===== config.mk =====
export PLATFORM = sky130hd
export DESIGN_NAME = ccr
export DESIGN_NICKNAME = d
export VERILOG_FILES = /design/src/rtl/ccr_pkg.sv /design/src/rtl/ccr_debounce.sv /design/src/rtl/ccr.sv
export SDC_FILE = /design/constraint.sdc
export NUM_CORES = 1
export LEC_CHECK = 0
export BUFFER_PORTS_ARGS = -buffer_cell sky130_fd_sc_hd__buf_2
export CAP_MARGIN = 0
export CORE_MARGIN = 10
export CORE_UTILIZATION = 55
export DETAILED_ROUTE_END_ITERATION = 6
export PLACE_DENSITY = 0.71
export SYNTH_ARGS = -nofsm -noshare
export SYNTH_HDL_FRONTEND = slang
export SYNTH_HIERARCHICAL = 1
export SYNTH_SLANG_ARGS = --single-unit

===== constraint.sdc =====
create_clock -name i_clk -period 4.7 [get_ports i_clk]
set_input_delay 1.175 -clock i_clk [delete_from_list [all_inputs] [get_ports i_clk]]
set_output_delay 1.175 -clock i_clk [all_outputs]
set_load 0.005 [all_outputs]

===== src/rtl/ccr_pkg.sv =====
// rtl/ccr_pkg.sv - shared state type and default counter values for the clock/reset controller
package ccr_pkg;

  typedef enum logic [1:0] {
    RESET_ST,
    WAIT_LOCK_ST,
    RUN_ST
  } ccr_state_t;

  localparam int unsigned SYSRST_DEBOUNCE_COUNTER_VALUE_DEF = 1000000;
  localparam int unsigned PLL_LOCK_COUNTER_VALUE_DEF        = 1000;

endpackage


===== src/rtl/ccr_debounce.sv =====
// rtl/ccr_debounce.sv - two-flop synchroniser and debouncer for the raw reset button
module ccr_debounce
  import ccr_pkg::*;
#(
  parameter int unsigned SYSRST_DEBOUNCE_COUNTER_VALUE_p = SYSRST_DEBOUNCE_COUNTER_VALUE_DEF
) (
  input  logic i_clk,
  input  logic i_rst,
  input  logic i_btn_rst_n,
  output logic o_btn_db
);

  localparam int unsigned DW = $clog2(SYSRST_DEBOUNCE_COUNTER_VALUE_p + 1);
  localparam logic [DW-1:0] D_LAST = DW'(SYSRST_DEBOUNCE_COUNTER_VALUE_p - 1);

  logic          s1_q, s1_d;
  logic          s2_q, s2_d;
  logic          btn_db_q, btn_db_d;
  logic [DW-1:0] deb_cnt_q, deb_cnt_d;

  always_comb begin
    s1_d      = i_btn_rst_n;
    s2_d      = s1_q;
    btn_db_d  = btn_db_q;
    deb_cnt_d = '0;
    // Only an unbroken run of D mismatching cycles moves the debounced level.
    if (s2_q != btn_db_q) begin
      if (deb_cnt_q == D_LAST) begin
        btn_db_d = s2_q;
      end else begin
        deb_cnt_d = deb_cnt_q + DW'(1);
      end
    end
  end

  always_ff @(posedge i_clk) begin
    if (i_rst) begin
      s1_q      <= 1'b0;
      s2_q      <= 1'b0;
      btn_db_q  <= 1'b0;
      deb_cnt_q <= '0;
    end else begin
      s1_q      <= s1_d;
      s2_q      <= s2_d;
      btn_db_q  <= btn_db_d;
      deb_cnt_q <= deb_cnt_d;
    end
  end

  assign o_btn_db = btn_db_q;

endmodule


===== src/rtl/ccr.sv =====
// rtl/ccr.sv - clock/reset controller top: clock pass-through, reset FSM, optional PLL lock wait
// CCR_PLL_LOCK_WAIT_EN enables the lock-wait state between button release and reset release.
module ccr
  import ccr_pkg::*;
#(
  parameter int unsigned SYSRST_DEBOUNCE_COUNTER_VALUE_p = SYSRST_DEBOUNCE_COUNTER_VALUE_DEF,
  parameter int unsigned PLL_LOCK_COUNTER_VALUE_p        = PLL_LOCK_COUNTER_VALUE_DEF
) (
  input  logic i_clk,
  input  logic i_rst,
  input  logic i_btn_rst_n,
  output logic o_clk,
  output logic o_rst_n
);

  if (SYSRST_DEBOUNCE_COUNTER_VALUE_p < 2) begin : g_bad_debounce
    $error("SYSRST_DEBOUNCE_COUNTER_VALUE_p must be at least 2");
  end
  if (PLL_LOCK_COUNTER_VALUE_p < 2) begin : g_bad_lock
    $error("PLL_LOCK_COUNTER_VALUE_p must be at least 2");
  end

  assign o_clk = i_clk;

  logic btn_db;

  ccr_debounce #(
    .SYSRST_DEBOUNCE_COUNTER_VALUE_p(SYSRST_DEBOUNCE_COUNTER_VALUE_p)
  ) u_debounce (
    .i_clk       (i_clk),
    .i_rst       (i_rst),
    .i_btn_rst_n (i_btn_rst_n),
    .o_btn_db    (btn_db)
  );

  ccr_state_t state_q, state_d;
  logic       rst_n_q, rst_n_d;

`ifdef CCR_PLL_LOCK_WAIT_EN
  localparam int unsigned LW = $clog2(PLL_LOCK_COUNTER_VALUE_p + 1);
  localparam logic [LW-1:0] L_LAST = LW'(PLL_LOCK_COUNTER_VALUE_p - 1);

  logic [LW-1:0] lock_cnt_q, lock_cnt_d;
`endif

  always_comb begin
    state_d = state_q;
    rst_n_d = rst_n_q;
`ifdef CCR_PLL_LOCK_WAIT_EN
    lock_cnt_d = lock_cnt_q;
`endif
    case (state_q)
      RESET_ST: begin
        rst_n_d = 1'b0;
        if (btn_db) begin
`ifdef CCR_PLL_LOCK_WAIT_EN
          state_d    = WAIT_LOCK_ST;
          lock_cnt_d = '0;
`else
          state_d = RUN_ST;
          rst_n_d = 1'b1;
`endif
        end
      end
`ifdef CCR_PLL_LOCK_WAIT_EN
      WAIT_LOCK_ST: begin
        // Counter leaves this state at L-1, so it never reaches wrap.
        rst_n_d    = 1'b0;
        lock_cnt_d = lock_cnt_q + LW'(1);
        if (!btn_db) begin
          state_d = RESET_ST;
        end else if (lock_cnt_q == L_LAST) begin
          state_d = RUN_ST;
          rst_n_d = 1'b1;
        end
      end
`endif
      RUN_ST: begin
        rst_n_d = 1'b1;
        if (!btn_db) begin
          state_d = RESET_ST;
          rst_n_d = 1'b0;
        end
      end
      default: begin
        state_d = RESET_ST;
        rst_n_d = 1'b0;
      end
    endcase
  end

  always_ff @(posedge i_clk) begin
    if (i_rst) begin
      state_q <= RESET_ST;
      rst_n_q <= 1'b0;
`ifdef CCR_PLL_LOCK_WAIT_EN
      lock_cnt_q <= '0;
`endif
    end else begin
      state_q <= state_d;
      rst_n_q <= rst_n_d;
`ifdef CCR_PLL_LOCK_WAIT_EN
      lock_cnt_q <= lock_cnt_d;
`endif
    end
  end

  assign o_rst_n = rst_n_q;

endmodule


======== After elaboration in Yosys (flattened, before gate mapping) ========
Index checks and enable logic that the tools add are counted.
word-level totals
  register bits after elaboration ......... 26
  logic and storage cells ................. 24
  output and inout port bits .............. 2
operators by class
  reduce and logical (&&, ||, !) cells .... 6
  bitwise gates (word level) .............. 2
  $add $sub $neg .......................... 1
  muxes and demuxes ....................... 4
  equality and inequality tests ........... 5
operators with widths
  cell                                            count
  adder 20 x 1 -> 20 bit (second input constant)  1
  equality test 20 bit (second input constant)    1
  two-way mux 2 bit                               2
  case mux 2 bit (2 select lines)                 1
  AND reduction 2 bit                             2
  OR reduction 2 bit                              2
  OR reduction 3 bit                              1
  equality test 2 bit (second input constant)     1
  zero test 2 bit                                 1
  != test 2 x 1 -> 1 bit (second input constant)  1
  != test 2 bit (second input constant)           1
  NOT 1 bit                                       2
  two-way mux 1 bit                               1
  != test 1 bit                                   1

======== Depth between registers and ports, before layout ========
  depth after elaboration ................. 4
  depth in mapped cells ................... 6
  mapped depth without buffers ............ 5

======== Modules after synthesis ========
Netlist, hierarchy kept.
modules (own cells, without submodules)
  module        cells each  times used  area an instance (µm²)
  ccr_debounce  117         1           1029.7
  ccr           3           1           41.3

==> impl_metrics.py <==
metrics = {
    "routing": {
        "dr.pass1.iters": 4,
        "drt_wl_total_um": 1882,
        "wl_per_cell_um": 12.55,
        "viasPerCell": 5.620,
        "vias": 843,
        "ant_nets": 0,
        "drt_drc_violations_left": 0,
        "drt_iter0_drc": 17,
    },
    "grt": {
        "overflow": 0,
        "grt_pass1_wl_um": 3367,
        "grt_max_degree": 21,
        "grt_use_total_pct": 10.08,
        "grt_pass1_vias": 842,
        "antenna_found_initial": 0,
    },
    "synthesis": {
        "syn-num-nets": 124,
        "synthCells": 120,
        "yosys_warnings": 6,
        "seq_area_frac_synth_pct": 44.86,
        "synth_cell_types": 29,
        "synth.cell_area_um2": 1071,
        "avgSynthCellArea_um2": 8.925,
        "synth-seq-cells": 24,
    },
    "floorplanning": {
        "initial_core_util_pct": 60.07,
        "rows": 15,
        "core-area_um2": 1783,
        "die_h_um": 64.13,
        "dieArea_um2": 4113,
        "io_pins": 5,
        "dieWidth_um": 64.13,
    },
    "cells_and_area": {
        "nFillCells": 163,
        "area_growth_pct": 7.126,
        "layout-drive-gt1-share_pct": 11.20,
        "diodes": 0,
        "final_common_cell": "dfxtp_1",
        "nets": 131,
        "layout_common_cells": "24 x dfxtp_1, 16 x nor2_1, 10 x nand3_1",
    },
    "critical_path": {
        "rrSetupSlack_ps": 2900,
        "reg2reg_depth": 4,
        "cp.required_ps": 3520,
        "r2r_start": "u_debounce/deb_cnt_q[7]",
        "worstSetupEndpointType": "primary output",
        "cp.arrival_ps": 2690,
        "cp_slowest_cell": "clkbuf_4",
        "max_stage_delay_ps": 120,
        "cp-startpoint": "i_clk",
        "crit_fanout": 2,
        "critPathLaunchType": "clock port",
        "crit_type": "clock port to primary output",
        "r2r_end": "u_debounce/deb_cnt_q[18]",
        "path_cells": "clkbuf_4 -> clkbuf_4 -> buf_2",
        "crit_top_cell": "clkbuf_4",
    },
    "clock_tree": {
        "ctsResizeCount": 0,
        "clkLatencyLatePin_ps": 410,
        "cts.clk_slew.worst_paths_ps": 120,
        "post_cts_buffers": 0,
        "cts_tree": "yes",
        "holdBufCountCts": 0,
    },
    "placement": {
        "place_hpwl_um": 1339,
        "io_buffers": 4,
        "place_congestion": 0.7697,
    },
    "pwr": {
        "p_total_w": 0.0003403,
        "p_leak_nw": 0.3570,
        "irDropWorstVdd_v": 0.0001942,
        "power_density_nw_per_um2": 296.6,
    },
    "timing": {
        "finalClockSkew_ps": 1.920,
        "hold_viol": 0,
        "drv_slew": 0,
        "holdWs_ps": 459.7,
        "max_slew_margin_pct": 77.39,
        "max_slew.worst_pin.slew_ps": 336.0,
        "setup_violations": 0,
        "setup_tns_ps": 0,
        "rsz0062_at_grt": "no",
    },
    "worst_hold_path": {
        "hold_start": "u_debounce/s1_q",
        "hold_class": "flip-flop to flip-flop",
        "holdPathEnd": "u_debounce/s2_q",
        "holdPathStages": 1,
    },
    "outcome": {
        "outcome": "finished clean",
    },
    "flow_run": {
        "maxCapViolCount": 0,
    },
}
## where the power goes
group / total, W / switching [W] / internal, W
logic: 0.00000463 / 0.00000282 / 0.00000181
registers: 0.000205 / 0.000000600 / 0.000204
clock network: 0.000131 / 0.0000670 / 0.0000637
## routing by layer
metal	track usage, %	up-vias	wire (um)	share of wire, %
met5	0	-	0	0
met4	7.219	0	36	1.9
met3	2.787	5	43	2.3
met2	17.04	10	919	49
met1	10.55	399	883	47
li1	-	429	-	-
## cells in the mapped netlist, drive strengths merged
library cell	instances	area share [%]
dfxtp	24	45
nor2	16	5.6
nand3	10	4.7
xnor2	9	7.4
a21oi	6	2.8
clkbuf	5	1.9
nand2	5	1.8
nand4	5	4.3
o21ai	5	2.3
xor2	5	4.1
nor2b	4	3.0
and3	3	1.8
inv	3	1.1
nor4	3	1.8
or3	3	1.8
nand4bb	2	2.1
nor3	2	0.93
nor4b	2	1.6
o31ai	2	1.4
or4	2	1.5
and4	1	0.82
buf	1	0.70
ha	1	1.2
nor3b	1	0.70
## cell type report
| type | instances | area, um2 | area share [%] |
|---|---|---|---|
| multi-input cells | 87 | 551.8 | 48.09 |
| well taps | 25 | 31.28 | 2.726 |
| repair buffers | 4 | 22.52 | 1.963 |
| flip-flops and latches | 24 | 480.5 | 41.88 |
| clock buffers | 7 | 50.05 | 4.362 |
| inverters | 3 | 11.26 | 0.9815 |
## logic make-up after synthesis
family,count (synthesis),synth area share (%)
AO/OA/AOI/OAI,13,6.541
XOR/XNOR,14,11.45
adder cells (fa/ha/maj),1,1.168
buffers and inverters,9,3.621
flip-flops,24,44.86
AND/OR/NAND/NOR,59,32.36
## critical path: cells and delay by family
kind     cells  cell delay [ps]
buf+inv      3              350
## flip-flops by register name, summed over array words and instances (netlist names)
name,count
u_debounce/deb_cnt_q,20
u_debounce/s2_q,1
o_rst_n,1
u_debounce/o_btn_db,1
u_debounce/s1_q,1
## metrics by stage
step	utilization [%]	setup slack, ps	instance area, um2	std cells
detailed placement	61.82	1073	1102	144
global placement	61.82	1073	1102	144
finish	64.35	832.4	1147	150
global route	64.35	815.2	1147	150
CTS	64.35	819.5	1147	150
floorplan	-	1064	1071	120
## worst max path at each step
stage	end	slack, ps	depth (start not counted)
after CTS	o_clk	820	3
after global placement	o_clk	1070	1
final	o_clk	830	3
after detailed placement	o_clk	1070	1
after floorplan	o_clk	1060	1
after global routing	o_clk	820	3
Note: power is estimated with default switching activity, not from simulation.
